==> src/rtl/keypad_entry.sv <==
// ---------------------------------------------------------------------------
// keypad_entry
//
// Samples a one-hot keypad, debounces it and turns every accepted press into
// a 4-bit digit with a one-cycle strobe. Accepted digits are shifted into a
// DIGITS-deep BCD entry buffer (newest digit in the low nibble).
//
// Parameters:
//   KEYS            number of keypad lines (2..16); key i encodes digit i
//   DEBOUNCE_CYCLES consecutive identical samples required after the first
//   DIGITS          depth of the entry buffer in 4-bit digits
//
// Ports:
//   clk          in   system clock, rising edge
//   rst          in   synchronous active-high reset
//   keypad       in   raw key lines (1 = pressed), asynchronous and bouncy
//   clear        in   synchronous clear of entry/count
//   digit_valid  out  one-cycle strobe for an accepted press
//   digit        out  value of the last accepted key, held between strobes
//   entry        out  digit buffer, newest in [3:0]
//   count        out  number of valid digits in entry, saturating at DIGITS
//   multi_err    out  one-cycle strobe for a rejected multi-key press
//
// Optional feature macro: KEYPAD_MULTI_ERR_EN
//   defined   -> a stable multi-key sample is rejected and flagged on multi_err
//   undefined -> the highest pressed key wins and multi_err stays 0
// ---------------------------------------------------------------------------
module keypad_entry #(
    parameter int KEYS            = 10,
    parameter int DEBOUNCE_CYCLES = 4,
    parameter int DIGITS          = 4
) (
    input  logic                           clk,
    input  logic                           rst,
    input  logic [KEYS-1:0]                keypad,
    input  logic                           clear,
    output logic                           digit_valid,
    output logic [3:0]                     digit,
    output logic [4*DIGITS-1:0]            entry,
    output logic [$clog2(DIGITS+1)-1:0]    count,
    output logic                           multi_err
);

    localparam int CW = $clog2(DIGITS + 1);
    localparam int SW = $clog2(DEBOUNCE_CYCLES + 1);

    typedef enum logic [2:0] {
        S_IDLE    = 3'd0,
        S_PRESS   = 3'd1,
        S_ACCEPT  = 3'd2,
        S_HELD    = 3'd3,
        S_RELEASE = 3'd4
    } state_t;

    state_t              r_state;
    state_t              w_state_next;
    logic [KEYS-1:0]     r_ksmp;
    logic [KEYS-1:0]     r_kprev;
    logic [SW-1:0]       r_stable_cnt;
    logic [SW-1:0]       w_stable_cnt;
    logic                w_stable;
    logic                w_sample_nz;
    logic                w_accept;
    logic [3:0]          w_enc;
    logic [4*DIGITS-1:0] w_entry_shift;

    logic                r_digit_valid;
    logic [3:0]          r_digit;
    logic [4*DIGITS-1:0] r_entry;
    logic [CW-1:0]       r_count;
    logic                r_multi_err;

`ifdef KEYPAD_MULTI_ERR_EN
    logic                w_reject;
`endif

    // Index of the highest set bit; 0 for an all-zero sample.
    function automatic logic [3:0] f_encode(input logic [KEYS-1:0] k);
        logic [3:0] v;
        v = 4'd0;
        for (int i = 0; i < KEYS; i++) begin
            if (k[i]) begin
                v = 4'(i);
            end
        end
        return v;
    endfunction

`ifdef KEYPAD_MULTI_ERR_EN
    // True when more than one bit of the sample is set.
    function automatic logic f_multi_hot(input logic [KEYS-1:0] k);
        return (k & (k - {{(KEYS-1){1'b0}}, 1'b1})) != {KEYS{1'b0}};
    endfunction
`endif

    assign w_sample_nz = |r_ksmp;
    assign w_enc       = f_encode(r_ksmp);
    assign w_stable    = (w_stable_cnt == SW'(DEBOUNCE_CYCLES));

    // Buffer contents after shifting in the current sample's digit.
    generate
        if (DIGITS == 1) begin : g_one_digit
            assign w_entry_shift = w_enc;
        end else begin : g_multi_digit
            assign w_entry_shift = {r_entry[4*DIGITS-5:0], w_enc};
        end
    endgenerate

    // Input sampling and the registered stable-sample counter.
    always_ff @(posedge clk) begin
        if (rst) begin
            r_ksmp       <= {KEYS{1'b0}};
            r_kprev      <= {KEYS{1'b0}};
            r_stable_cnt <= {SW{1'b0}};
        end else begin
            r_ksmp       <= keypad;
            r_kprev      <= r_ksmp;
            r_stable_cnt <= w_stable_cnt;
        end
    end

    // Stable count including the newest sample, so a decision can be taken
    // on the same edge the DEBOUNCE_CYCLES-th matching sample is seen.
    always_comb begin
        w_stable_cnt = {SW{1'b0}};
        if (r_ksmp != r_kprev) begin
            w_stable_cnt = {SW{1'b0}};
        end else if (r_stable_cnt == SW'(DEBOUNCE_CYCLES)) begin
            w_stable_cnt = r_stable_cnt;
        end else begin
            w_stable_cnt = r_stable_cnt + SW'(1);
        end
    end

    // FSM state register.
    always_ff @(posedge clk) begin
        if (rst) begin
            r_state <= S_IDLE;
        end else begin
            r_state <= w_state_next;
        end
    end

    // FSM next-state and accept/reject decisions.
    always_comb begin
        w_state_next = r_state;
        w_accept     = 1'b0;
`ifdef KEYPAD_MULTI_ERR_EN
        w_reject     = 1'b0;
`endif
        case (r_state)
            S_IDLE: begin
                if (w_sample_nz) begin
                    w_state_next = S_PRESS;
                end else begin
                    w_state_next = S_IDLE;
                end
            end
            S_PRESS: begin
                if (!w_sample_nz) begin
                    w_state_next = S_IDLE;
                end else if (w_stable) begin
`ifdef KEYPAD_MULTI_ERR_EN
                    if (f_multi_hot(r_ksmp)) begin
                        // Rejected press still has to be released before the next one.
                        w_reject     = 1'b1;
                        w_state_next = S_HELD;
                    end else begin
                        w_accept     = 1'b1;
                        w_state_next = S_ACCEPT;
                    end
`else
                    w_accept     = 1'b1;
                    w_state_next = S_ACCEPT;
`endif
                end else begin
                    w_state_next = S_PRESS;
                end
            end
            S_ACCEPT: begin
                w_state_next = S_HELD;
            end
            S_HELD: begin
                if (!w_sample_nz) begin
                    w_state_next = S_RELEASE;
                end else begin
                    w_state_next = S_HELD;
                end
            end
            S_RELEASE: begin
                if (w_sample_nz) begin
                    w_state_next = S_HELD;
                end else if (w_stable) begin
                    w_state_next = S_IDLE;
                end else begin
                    w_state_next = S_RELEASE;
                end
            end
            default: begin
                w_state_next = S_IDLE;
            end
        endcase
    end

    // Registered outputs: strobes, digit, entry buffer and count.
    // The strobe is registered on the edge that enters ACCEPT, so it is high
    // exactly during the ACCEPT cycle together with the updated buffer.
    always_ff @(posedge clk) begin
        if (rst) begin
            r_digit_valid <= 1'b0;
            r_digit       <= 4'd0;
            r_entry       <= {(4*DIGITS){1'b0}};
            r_count       <= {CW{1'b0}};
            r_multi_err   <= 1'b0;
        end else begin
            r_digit_valid <= w_accept;
            if (w_accept) begin
                r_digit <= w_enc;
            end else begin
                r_digit <= r_digit;
            end
            // clear wins over a simultaneous accept
            if (clear) begin
                r_entry <= {(4*DIGITS){1'b0}};
                r_count <= {CW{1'b0}};
            end else if (w_accept) begin
                r_entry <= w_entry_shift;
                if (r_count != CW'(DIGITS)) begin
                    r_count <= r_count + CW'(1);
                end else begin
                    r_count <= r_count;
                end
            end else begin
                r_entry <= r_entry;
                r_count <= r_count;
            end
`ifdef KEYPAD_MULTI_ERR_EN
            r_multi_err <= w_reject;
`else
            r_multi_err <= 1'b0;
`endif
        end
    end

    assign digit_valid = r_digit_valid;
    assign digit       = r_digit;
    assign entry       = r_entry;
    assign count       = r_count;
    assign multi_err   = r_multi_err;

endmodule

==> config.mk <==
export PLATFORM = sky130hd
export DESIGN_NAME = keypad_entry
export DESIGN_NICKNAME = d
export VERILOG_FILES = /design/src/rtl/keypad_entry.sv
export SDC_FILE = /design/constraint.sdc
export NUM_CORES = 1
export LEC_CHECK = 0
export BUFFER_PORTS_ARGS = -buffer_cell sky130_fd_sc_hd__buf_2
export CORE_ASPECT_RATIO = 0.5
export CORE_MARGIN = 10
export CORE_UTILIZATION = 60
export CTS_BUF_LIST = sky130_fd_sc_hd__clkbuf_8
export DETAILED_ROUTE_END_ITERATION = 12
export PLACE_DENSITY = 0.85
export SLEW_MARGIN = 20
export SYNTH_ARGS = -nofsm -noshare
export SYNTH_HDL_FRONTEND = slang
export SYNTH_SLANG_ARGS = --single-unit
==> constraint.sdc <==
create_clock -name clk -period 3.5 [get_ports clk]
set_clock_uncertainty 0.05 [all_clocks]
set_input_delay 0.525 -clock clk [delete_from_list [all_inputs] [get_ports clk]]
set_output_delay 0.525 -clock clk [all_outputs]
set_load 0.05 [all_outputs]
==> flow_summary.json <==
{
  "grt_util_all_layers_pct": 13.3,
  "grt_setup_unrepaired": "false",
  "power_leakage_nw": 0.963,
  "grt_use_met3_pct": 4.30,
  "design.die.area_um2": 6390,
  "die_height_um": 61.7,
  "final_util_pct": 69.5,
  "critical_path_peak_fanout": 13,
  "setup_tns_ns": 0,
  "fraction_of_the_yosys_area_taken_by_sequential_cells_pct": 47.9,
  "grt_busiest_layer": "met2",
  "synth.mux.area_fraction_pct": 4.31,
  "synth_fa_ha_area_share_pct": 2.40,
  "globalRouteMet2Util_pct": 22.4,
  "first_global_vias": 1503,
  "num_io_pins": 38,
  "synth_compound_gate_area_share_pct": 12.8,
  "nets": 268,
  "critical_path_at_ns": 2.84,
  "synthXorXnorAreaFrac_pct": 4.19,
  "viasPerCell": 5.36,
  "drive_above_1_share_pct": 21.0,
  "yosys_warnings": 0,
  "synth_area_per_cell_um2": 9.54,
  "grt_util_met1_pct": 16.2,
  "tritoncts": "yes",
  "cts.hold.buffers_added": 0,
  "avgRoutedWirePerCell_um": 13.6,
  "synth.top_cells.by_area": "sky130_fd_sc_hd__dfxtp_1 (48%), sky130_fd_sc_hd__nor2b_1 (5.4%), sky130_fd_sc_hd__mux2i_1 (4.3%)",
  "crit_start": "r_stable_cnt[0]",
  "sw_frac_of_total_pct": 23.5,
  "max_freq_ghz": 0.368,
  "largest_net_degree_at_the_start_of_global_routing": 33,
  "syn-cell-area_um2": 2090,
  "post_route_drc": 0,
  "tightest_slew_ns": 0.871,
  "totalPowerFinal_w": 0.00100,
  "worst_ir_drop_vdd_mv": 0.208,
  "setup_violations": 0,
  "grt_antenna_before_repair": 0,
  "globalRouteOverflowTotal": 0,
  "synth-simple-area-share_pct": 23.2,
  "setup.worst_path.start_class": "register",
  "die_x_um": 103,
  "cellInternalPower_w": 0.000766,
  "synth_edf_count": 0,
  "clock_pin_transition_on_the_worst_setup_and_hold_timing_paths_ns": 0.09,
  "post-synth-top-area-fraction_pct": 47.9,
  "insertion_delay_ns": 0.30,
  "setup.worst_path.end_class": "register",
  "p_seq_share_pct": 59.0,
  "coreArea_um2": 3400,
  "dr_total_vias": 1624,
  "critPathRequiredTime_ns": 3.63,
  "postCtsResizedCells": 0,
  "combinational_fraction_of_design_power_pct": 7.0,
  "worstHoldStart": "keypad[3]",
  "timing.final.crit_period_ns": 2.72,
  "clock_power_share_pct": 34.0,
  "timing_max_transition_violations_final": 0,
  "hpwlAfterDp_um": 2960,
  "path_class": "reg -> reg",
  "grt_pass1_wl_um": 6760,
  "post-synth-top-area-cell": "sky130_fd_sc_hd__dfxtp_1",
  "yosysUniqueCellTypes": 46,
  "cts_inserted_buffers": 5,
  "fill_cell_total_of_the_finished_layout": 265,
  "mapped_cells": 219,
  "asyncSetResetFlopFracSynth_pct": 0,
  "total_wire_length_um": 4120,
  "worst_hold_path_type": "in -> reg",
  "diodes_inserted": 0,
  "cts.repair_timing.setup_buffer_count": 0,
  "starting_utilization_of_the_core_area_pct": 61.5,
  "switching_power_w": 0.000235,
  "rows": 15,
  "power_per_cell_area_nw_per_um2": 424,
  "root_buffer_selected_by_cts": "sky130_fd_sc_hd__clkbuf_8",
  "layout-area-overhead-vs-synth_pct": 13.0,
  "drt-pass1-iter-count": 5,
  "final.period_utilization_pct": 77.6,
  "final_antenna_net_count": 0,
  "finalHoldViolCount": 0,
  "yosys_register_bits": 50,
  "max-slew-margin-rel_pct": 41.7,
  "initialDrtViolationCount": 54,
  "cts.path.max_buffers": 2,
  "drv_cap": 0,
  "htree_levels": 2,
  "port_buffers": 36,
  "routabilityCongestion": 0.799,
  "synthesis.nets": 236,
  "ys.flop_type": "sky130_fd_sc_hd__dfxtp_1",
  "combinational_family_with_the_most_area_after_synthesis": "simple AND/OR/NAND/NOR gates",
  "outcome": "finished clean",
  "clock_sinks": 50,
  "r2r_start": "r_stable_cnt[0]"
}
==> power by group through the flow <==
stage	Combinational, W	Sequential [W]	Clock, W
after global placement	0.0000678	0.000603	0
after detailed placement	0.0000688	0.000604	0
final	0.0000698	0.000591	0.000340
after CTS	0.0000696	0.000591	0.000351
after floorplan	0.0000563	0.000602	0
after global routing	0.0000772	0.000592	0.000380
==> critical path, stage by stage, from the launching register on <==
cell	delay, ns
sky130_fd_sc_hd__dfxtp_1	0.41
sky130_fd_sc_hd__inv_1	0.10
sky130_fd_sc_hd__ha_1	0.25
sky130_fd_sc_hd__or3b_1	0.40
sky130_fd_sc_hd__a311oi_2	0.33
sky130_fd_sc_hd__nand4_1	0.53
sky130_fd_sc_hd__nor4_1	0.41
sky130_fd_sc_hd__a211oi_1	0.12
==> cells by family (layout without fill, tap and decap cells) <==
| family | after synthesis | after routing |
|---|---|---|
| AOI/OAI and AO/OA | 40 | 40 |
| and+or+nand+nor | 85 | 85 |
| DFF | 50 | 50 |
| other | 1 | 1 |
| muxes | 9 | 9 |
| xor gates and xnor gates | 10 | 10 |
| adders and majority gates | 4 | 4 |
| buffers and inverters | 20 | 53 |
==> routing by layer <==
layer / routed length (µm) / up-vias
met3: 254 / 5
met5: 0 / -
met2: 1800 / 44
met1: 2040 / 753
li1: - / 822
met4: 24 / 0
==> Yosys cell counts (2+ instances only) <==
cell / n
sky130_fd_sc_hd__a211oi_1: 3
sky130_fd_sc_hd__buf_6: 3
sky130_fd_sc_hd__o21a_1: 2
sky130_fd_sc_hd__nand2b_1: 2
sky130_fd_sc_hd__mux2i_1: 9
sky130_fd_sc_hd__o21ai_0: 3
sky130_fd_sc_hd__a21oi_1: 14
sky130_fd_sc_hd__nor3b_1: 3
sky130_fd_sc_hd__nor4_1: 7
sky130_fd_sc_hd__inv_1: 8
sky130_fd_sc_hd__or3_1: 2
sky130_fd_sc_hd__nand3_1: 6
sky130_fd_sc_hd__and2_1: 2
sky130_fd_sc_hd__xor2_1: 10
sky130_fd_sc_hd__a31oi_1: 5
sky130_fd_sc_hd__nor2_1: 13
sky130_fd_sc_hd__nor2b_1: 18
sky130_fd_sc_hd__o21ai_1: 5
sky130_fd_sc_hd__ha_1: 4
sky130_fd_sc_hd__nand4_1: 5
sky130_fd_sc_hd__dfxtp_1: 50
sky130_fd_sc_hd__buf_2: 3
sky130_fd_sc_hd__clkbuf_1: 4
sky130_fd_sc_hd__nor3_1: 3
sky130_fd_sc_hd__nand2_1: 14
==> flip-flops by register name, summed over array words and instances (netlist names) <==
signal,flops
digit_valid,1
r_ksmp,10
r_state,3
digit,4
r_kprev,10
entry,16
count,3
r_stable_cnt,3
==> per-stage QoR <==
stage	cell area [µm²]	std cells	worst slack, ns	hold slack, ns
final	2360	303	0.783	0.381
after global placement	2270	295	0.896	0.391
after detailed placement	2270	295	0.821	0.394
after floorplan	2090	219	1.29	0.405
after global routing	2360	303	0.558	0.374
after CTS	2360	303	0.807	0.375
==> cell type report <==
type,count,area [µm²],area share (%)
Inverter,8,30.0,1.27
Multi-Input combinational cell,149,983,41.7
Clock inverter,2,12.5,0.530
Sequential cell,50,1000,42.4
Clock buffer,6,82.6,3.50
Tap cell,51,63.8,2.70
Timing Repair Buffer,37,188,7.95
==> final timing paths <==
path                             endpoint  slack [ns]  cells after the start
worst max-delay path             count[2]        0.78                      7
worst min-delay path            r_ksmp[3]        0.38                      2
worst max register to register   count[2]        0.78                      7
worst min register to register  entry[14]        0.41                      2
==> cells in the final DEF, fill, tap and decap left out, types with 6 or more instances in the layout <==
cell type,synthesis,layout
sky130_fd_sc_hd__nor4_1,7,7
sky130_fd_sc_hd__a21oi_1,14,14
sky130_fd_sc_hd__xor2_1,10,10
sky130_fd_sc_hd__nor2_1,13,13
sky130_fd_sc_hd__buf_2,3,36
sky130_fd_sc_hd__nand2_1,14,14
sky130_fd_sc_hd__nor2b_1,18,18
sky130_fd_sc_hd__inv_1,8,8
sky130_fd_sc_hd__dfxtp_1,50,50
sky130_fd_sc_hd__nand3_1,6,6
sky130_fd_sc_hd__mux2i_1,9,9
sky130_fd_sc_hd__clkbuf_8,0,6
Power figures use the tool's default switching activity.
